$ cat src/rtl/nibble_serial_adder.sv
// Multi-cycle WIDTH-bit adder that adds one nibble per clock through a carry register,
// with valid/ready handshakes on both sides. Define NIBBLE_SERIAL_ADDER_OVF_EN to add the ovf output.
module nibble_serial_adder #(
  parameter int WIDTH = 16
) (
  input  logic             clk,
  input  logic             rst_n,
  input  logic             in_valid,
  output logic             in_ready,
  input  logic [WIDTH-1:0] a,
  input  logic [WIDTH-1:0] b,
  input  logic             cin,
  output logic             out_valid,
  input  logic             out_ready,
  output logic [WIDTH-1:0] sum,
  output logic             cout,
  output logic             busy
`ifdef NIBBLE_SERIAL_ADDER_OVF_EN
  ,
  output logic             ovf
`endif
);

  localparam int NIB   = WIDTH / 4;
  localparam int IDX_W = (NIB > 1) ? $clog2(NIB) : 1;
  localparam logic [IDX_W-1:0] LAST_IDX = IDX_W'(NIB - 1);

  typedef enum logic [1:0] {
    IDLE = 2'd0,
    RUN  = 2'd1,
    DONE = 2'd2
  } state_t;

  state_t             state_r;
  logic [WIDTH-1:0]   a_r;
  logic [WIDTH-1:0]   b_r;
  logic [WIDTH-1:0]   sum_r;
  logic               carry_r;
  logic               cout_r;
  logic               out_valid_r;
  logic               busy_r;
  logic [IDX_W-1:0]   idx_r;
  logic [IDX_W+1:0]   nib_base_s;
  logic [3:0]         a_nib_s;
  logic [3:0]         b_nib_s;
  logic [4:0]         nib_sum_s;
  logic               accept_s;

  function automatic logic [4:0] nib_add(input logic [3:0] x, input logic [3:0] y,
                                         input logic c);
    return {1'b0, x} + {1'b0, y} + {4'b0000, c};
  endfunction

  // Signed overflow of the top nibble: operands agree in sign but the result does not.
  function automatic logic nib_ovf(input logic [3:0] x, input logic [3:0] y,
                                   input logic [3:0] s);
    return (x[3] ~^ y[3]) & (s[3] ^ x[3]);
  endfunction

  assign in_ready = (state_r == IDLE) || ((state_r == DONE) && out_ready);
  assign accept_s = in_valid && in_ready;

  // Select the current operand nibbles and add them with the rippled carry.
  always_comb begin
    nib_base_s = {idx_r, 2'b00};
    a_nib_s    = 4'(a_r >> nib_base_s);
    b_nib_s    = 4'(b_r >> nib_base_s);
    nib_sum_s  = nib_add(a_nib_s, b_nib_s, carry_r);
  end

`ifdef NIBBLE_SERIAL_ADDER_OVF_EN
  logic ovf_r;

  // Overflow flag, latched together with cout on the last nibble.
  always_ff @(posedge clk or negedge rst_n) begin
    if (!rst_n) begin
      ovf_r <= 1'b0;
    end else if (!accept_s && (state_r == RUN) && (idx_r == LAST_IDX)) begin
      ovf_r <= nib_ovf(a_nib_s, b_nib_s, nib_sum_s[3:0]);
    end
  end

  assign ovf = ovf_r;
`endif

  // Control FSM and datapath registers.
  always_ff @(posedge clk or negedge rst_n) begin
    if (!rst_n) begin
      state_r     <= IDLE;
      a_r         <= {WIDTH{1'b0}};
      b_r         <= {WIDTH{1'b0}};
      sum_r       <= {WIDTH{1'b0}};
      carry_r     <= 1'b0;
      cout_r      <= 1'b0;
      out_valid_r <= 1'b0;
      busy_r      <= 1'b0;
      idx_r       <= {IDX_W{1'b0}};
    end else if (accept_s) begin
      // Accepting from IDLE or directly from DONE; the latter retires the old result.
      a_r         <= a;
      b_r         <= b;
      carry_r     <= cin;
      sum_r       <= {WIDTH{1'b0}};
      idx_r       <= {IDX_W{1'b0}};
      out_valid_r <= 1'b0;
      busy_r      <= 1'b1;
      state_r     <= RUN;
    end else begin
      case (state_r)
        IDLE: begin
          state_r <= IDLE;
        end
        RUN: begin
          sum_r[nib_base_s +: 4] <= nib_sum_s[3:0];
          carry_r                <= nib_sum_s[4];
          idx_r                  <= idx_r + IDX_W'(1);
          if (idx_r == LAST_IDX) begin
            cout_r      <= nib_sum_s[4];
            out_valid_r <= 1'b1;
            busy_r      <= 1'b0;
            state_r     <= DONE;
          end
        end
        DONE: begin
          if (out_ready) begin
            out_valid_r <= 1'b0;
            state_r     <= IDLE;
          end
        end
        default: begin
          out_valid_r <= 1'b0;
          busy_r      <= 1'b0;
          state_r     <= IDLE;
        end
      endcase
    end
  end

  assign sum       = sum_r;
  assign cout      = cout_r;
  assign out_valid = out_valid_r;
  assign busy      = busy_r;

endmodule

$ cat config.mk
export PLATFORM = sky130hd
export DESIGN_NAME = nibble_serial_adder
export DESIGN_NICKNAME = d
export VERILOG_FILES = /design/src/rtl/nibble_serial_adder.sv
export SDC_FILE = /design/constraint.sdc
export NUM_CORES = 1
export LEC_CHECK = 0
export ABC_AREA = 1
export CORE_ASPECT_RATIO = 1.75
export CORE_MARGIN = 2
export CORE_UTILIZATION = 46
export DETAILED_ROUTE_END_ITERATION = 10
export GPL_ROUTABILITY_DRIVEN = 0
export PLACE_DENSITY = 0.75
export SLEW_MARGIN = 20
export SYNTH_ARGS = -nofsm -noshare
export SYNTH_HDL_FRONTEND = slang
export SYNTH_SLANG_ARGS = --single-unit
$ cat constraint.sdc
create_clock -name clk -period 2.3 [get_ports clk]
set_input_delay 0.46 -clock clk [delete_from_list [all_inputs] [get_ports clk]]
set_output_delay 0.46 -clock clk [all_outputs]
set_load 0.01 [all_outputs]
After elaboration in Yosys (flattened, before gate mapping)
Cells that the tools add are included.
Storage, ports and cells
  register bits: 56
  bits of input ports: 37
  RAM bits: 0
  word-level logic and storage cells: 53
  bits in latches: 0
  memories: 0
  ROM bits: 0
Cells by class
  divide/modulo/power cells: 0
  reductions and logical operators: 10
  bitwise logic cells: 1
  add/subtract/negate cells: 4
  multiplexer cells: 18
  $mul: 0
  equality and inequality tests: 7
  shift operators: 4
  $lt $le $gt $ge: 0
Operators by type and width (number)
  $mux 16: 2
  $shr 16x4->4: 2
  $bwmux 16: 1
  $shift 4x6->16 const A: 1
  $shiftx 4x6->16: 1
  $mux 2: 5
  $mux 1: 7
  $ne 3x3->1 const B: 2
  $neg 4->6: 1
  $reduce_and 3->1: 2
  $add 4x4->5: 1
  $add 5x1->5: 1
  $eq 2x2->1 const B: 2
  $pmux 2 s2: 1
  $reduce_and 2->1: 2
  $pmux 1 s3: 1
  $add 2x1->2 const B: 1
  $eq 2x1->1 const B: 1
  $logic_and 1x1->1: 2
  $logic_not 2->1: 1
  $ne 2x1->1 const B: 1
  $ne 2x2->1 const B: 1
  $pmux 1 s2: 1
  $reduce_bool 2->1: 1
  3 further kinds: 3

Logic depth before layout (Yosys ltp)
  word-level depth: 7
  depth in mapped cells: 12
  gate-level depth less buffers: 11

Least setup slack after synthesis
No wires, ideal clock.
  path type: reg-to-reg
  start point: register idx_r[0]
  end point: register sum_r[6] (netlist: sum[6])
  slack: -0.016 ns
  period minus slack after synthesis: 2.316 ns
  library setup time: 0.065 ns
  required time: 2.235 ns
  path buffers: 1
  data arrival time: 2.251 ns
  cell stages (with the launch flop): 13
  cell sequence: dfrtp_1 > inv_1 > clkbuf_1 > nor2_1 > o22ai_1 > fa_1 > inv_1 > fa_1 > xnor2_1 > nand2_1 > nor2_1 > nand3_1 > nand2_1
Between the ends
  longest elaborated chain between the ends: 7
  elaborated cells on any way between the ends: 10
RTL lines
  start, declared: RTL line 42  | logic [IDX_W-1:0] idx_r;
  start signal, assigned: RTL line 97  | idx_r <= {IDX_W{1'b0}};
  start signal, assigned: RTL line 104  | idx_r <= {IDX_W{1'b0}};
  start signal, assigned: RTL line 116  | idx_r <= idx_r + IDX_W'(1);
  $shr 16x4->4 (on tied branches): RTL line 66, 67
  $add 4x4->5: RTL line 51  | return {1'b0, x} + {1'b0, y} + {4'b0000, c};
  $add 5x1->5: RTL line 51
  $shiftx 4x6->16: RTL line 114  | sum_r[nib_base_s +: 4] <= nib_sum_s[3:0];
  $bwmux 16 *: RTL line 114
  $mux 16 *: RTL line 109  | case (state_r)
  $mux 16 *: RTL line 98  | end else if (accept_s) begin
  end signal, assigned: RTL line 92  | sum_r <= {WIDTH{1'b0}};
  end signal, assigned: RTL line 103  | sum_r <= {WIDTH{1'b0}};
  end signal, assigned by index: RTL line 114
  end, declared: RTL line 37  | logic [WIDTH-1:0] sum_r;
Mark *: on every way between the ends. The rest lies on a longest branch, timed or not. The select of a mux whose other input is x is not followed.
A chain may end at the register's enable or synchronous reset.

Worst setup path after layout
  start point: register idx_r[0]
  end point: register sum_r[9] (netlist: sum[9])
Same word-level chain as after synthesis.

==> flow_summary.yaml <==
die:
  io_pins: 57
  core_area_sq_um: 5830
  initial_utilization: 0.469
  rows: 37
  die-area_sq_um: 6610
  die_x_um: 62.3
  die_h_um: 106
detailed_routing:
  drtPass1Iterations: 4
  via_per_inst: 5.01
  vias: 2370
  ant_nets: 0
  routedWlPerCell_um: 13.2
  drt-total-wl_um: 6250
  drcViolationCount: 0
  drtIter0Drc: 102
clocking:
  cts_root_buffer: "clkbuf_8"
  cts_tree: "yes"
  ctsHoldBuffers: 0
  cts_buffers: 5
  path_clk_slew_ps: 100
  htree_levels: 2
  cts_sinks: 56
  cts_buffer_depth: 2
  clk_latency_ps: 310
global_routing:
  grt_pass1_wl_um: 10500
  grt_usage: 0.201
  grt_antenna_before_repair: 0
  grt_pass1_vias: 2349
  grt_max_degree: 30
  grt_remaining_overflow: 0
worst_setup_path:
  worstPathArrival_ps: 2470
  worst-path-max-fanout: 7
  required_ps: 2540
  critPathMaxStageDelay_ps: 470
  worstPathCellList: "buf_4, o21ai_1, o22ai_1, fa_2, inv_1, fa_2, nor2_4, inv_1, o21ai_1"
  crit_path_start_kind: "flip-flop"
  slowest_stage: "fa_2"
  crit_type: "flip-flop to flip-flop"
  end_kind: "flip-flop"
placement:
  pre_cts_ws_ps: 9.21
  dp_hpwl_um: 4850
  portBuffers: 56
timing:
  hold_ws_ps: 167
  period_share: 0.972
  post-route-min-period_ps: 2240
  rsz0062_at_grt: "true"
  finalHoldViolCount: 0
  clock_skew_ps: 8.39
  setup_slack_ps: 64.4
  worst_slew_margin_rel: 0.558
  max_freq_mhz: 447
  final_max_slew_viol_count: 0
  worst_slew_pin_slew_ps: 663
  setup_viol: 0
layout:
  n_antenna_cell: 0
  drive_above_1_share: 0.109
  nNetsFinal: 442
  areaGrowthSynthToFinish_pct: 31.3
  final_core_util: 0.616
run:
  maxCapViolations: 0
worst_hold_path:
  hold_path.class: "primary input to asynchronous set/reset pin"
pwr:
  leakage_nw: 1.79
  power_density_nw_per_um2: 1510
  finalPower_mw: 5.44
  max-vdd-ir-drop_mv: 0.825
logic_synthesis:
  synth-edff-count: 0
  synth-main-ff-cell: "dfrtp_1"
  synth.most_common_cell: "nand2_1"
  ys_top_cells_by_area: "dfrtp_1, nand2_1, ha_1"
  synth_nets: 375
  ys_seq_elements: 56
  ys_warn_count: 0
  ys_types: 30
  yosys.area.top_type_share: 0.512
  syn_inst: 327
  async_flop_share: 1.00
  synth_area_sq_um: 2740
  ys_seq_area_frac: 0.512
  synth_area_per_cell_sq_um: 8.37
  synth_top_area_cell: "dfrtp_1"
  synthTopCellsByCount: "nand2_1, dfrtp_1, nand3_1"
outcome:
  status: "complete, no violations"
-- cells in the final DEF, fill, tap and decap left out, types with 2 or more instances in the layout --
cell type and count:
nand2_1 136, dfrtp_1 56, clkdlybuf4s50_1 55, nand3_1 20
o21ai_0 16, buf_4 16, nor2_1 15, inv_1 15
ha_1 9, o22ai_1 7, o21ai_1 6, nand4_1 6
clkbuf_8 5, a21oi_1 4, inv_2 3, nand2_4 3
a32oi_1 2, nor3_1 2, nor2_2 2, fa_2 2
-- kinds of logic (layout without fill, tap and decap cells) --
| group | after synthesis | count (layout) | share of synthesized area |
|---|---|---|---|
| adders and majority gates | 11 | 11 | 0.0558 |
| DFF | 56 | 56 | 0.512 |
| buffers and inverters | 32 | 100 | 0.0535 |
| muxes | 1 | 1 | 0.00548 |
| AOI/OAI and AO/OA | 38 | 38 | 0.0791 |
| xor gates and xnor gates | 1 | 1 | 0.00320 |
| and+or+nand+nor | 188 | 188 | 0.291 |
-- metal layers --
layer	GRT usage	share of wire	vias up
li1	-	-	1184
met1	0.219	0.37	1125
met2	0.374	0.58	54
met3	0.0286	0.034	7
met4	0.100	0.018	0
met5	0	0	-
-- report_power, final --
part,internal [mW],total (mW),switching [mW]
combinational,1.32,3.13,1.81
sequential,1.41,1.69,0.273
clock,0.322,0.631,0.309
total,3.05,5.44,2.39
-- worst paths after layout --
| kind | end | depth (start not counted) | startpoint | slack [ps] |
|---|---|---|---|---|
| setup / recovery | sum[9] | 9 | idx_r[0] | 60 |
| hold / removal | a_r[10] | 1 | rst_n | 170 |
| setup reg to reg | sum[9] | 9 | idx_r[0] | 60 |
| hold reg to reg | out_valid | 2 | out_valid | 470 |
| max in group asynchronous | carry_r | 2 | rst_n | 1540 |
| min in group clk | out_valid | 2 | out_valid | 470 |
-- flip-flops by register name, summed over array words and instances, names as in the netlist --
name and flops:
a_r 16, b_r 16, busy 1, carry_r 1
cout 1, idx_r 2, out_valid 1, state_r 2
sum 16
-- through the flow --
step,setup TNS (ps),area (sq um),instances
floorplan,0,2740,327
global placement,0,3450,464
detailed placement,0,3450,464
CTS,0,3570,472
global route,-30.9,3590,473
finish,0,3590,473
-- worst max-delay path, delay by kind of cell, from the launching register on --
| kind | cells | cell delay (ps) |
|---|---|---|
| adder cells (fa/ha/maj) | 2 | 890 |
| AO/OA/AOI/OAI | 3 | 430 |
| flip-flops | 1 | 410 |
| buffers and inverters | 3 | 310 |
| AND/OR/NAND/NOR | 1 | 140 |
-- layout make-up --
type / count / area, sq um
clock inverters: 3 / 42.5
well taps: 78 / 97.6
multi-input cells: 239 / 1210
inverters: 19 / 76.3
flip-flops and latches: 56 / 1400
repair buffers: 73 / 696
fillers: 558 / 2240
clock buffers: 5 / 68.8
-- what timing repair did --
item                                    CTS  global route
endpoints found under the setup margin    3             8
gates resized for setup                   1             9
pin swaps                                 0             3
setup buffers                             0             1
(Power assumes the default switching activity.)
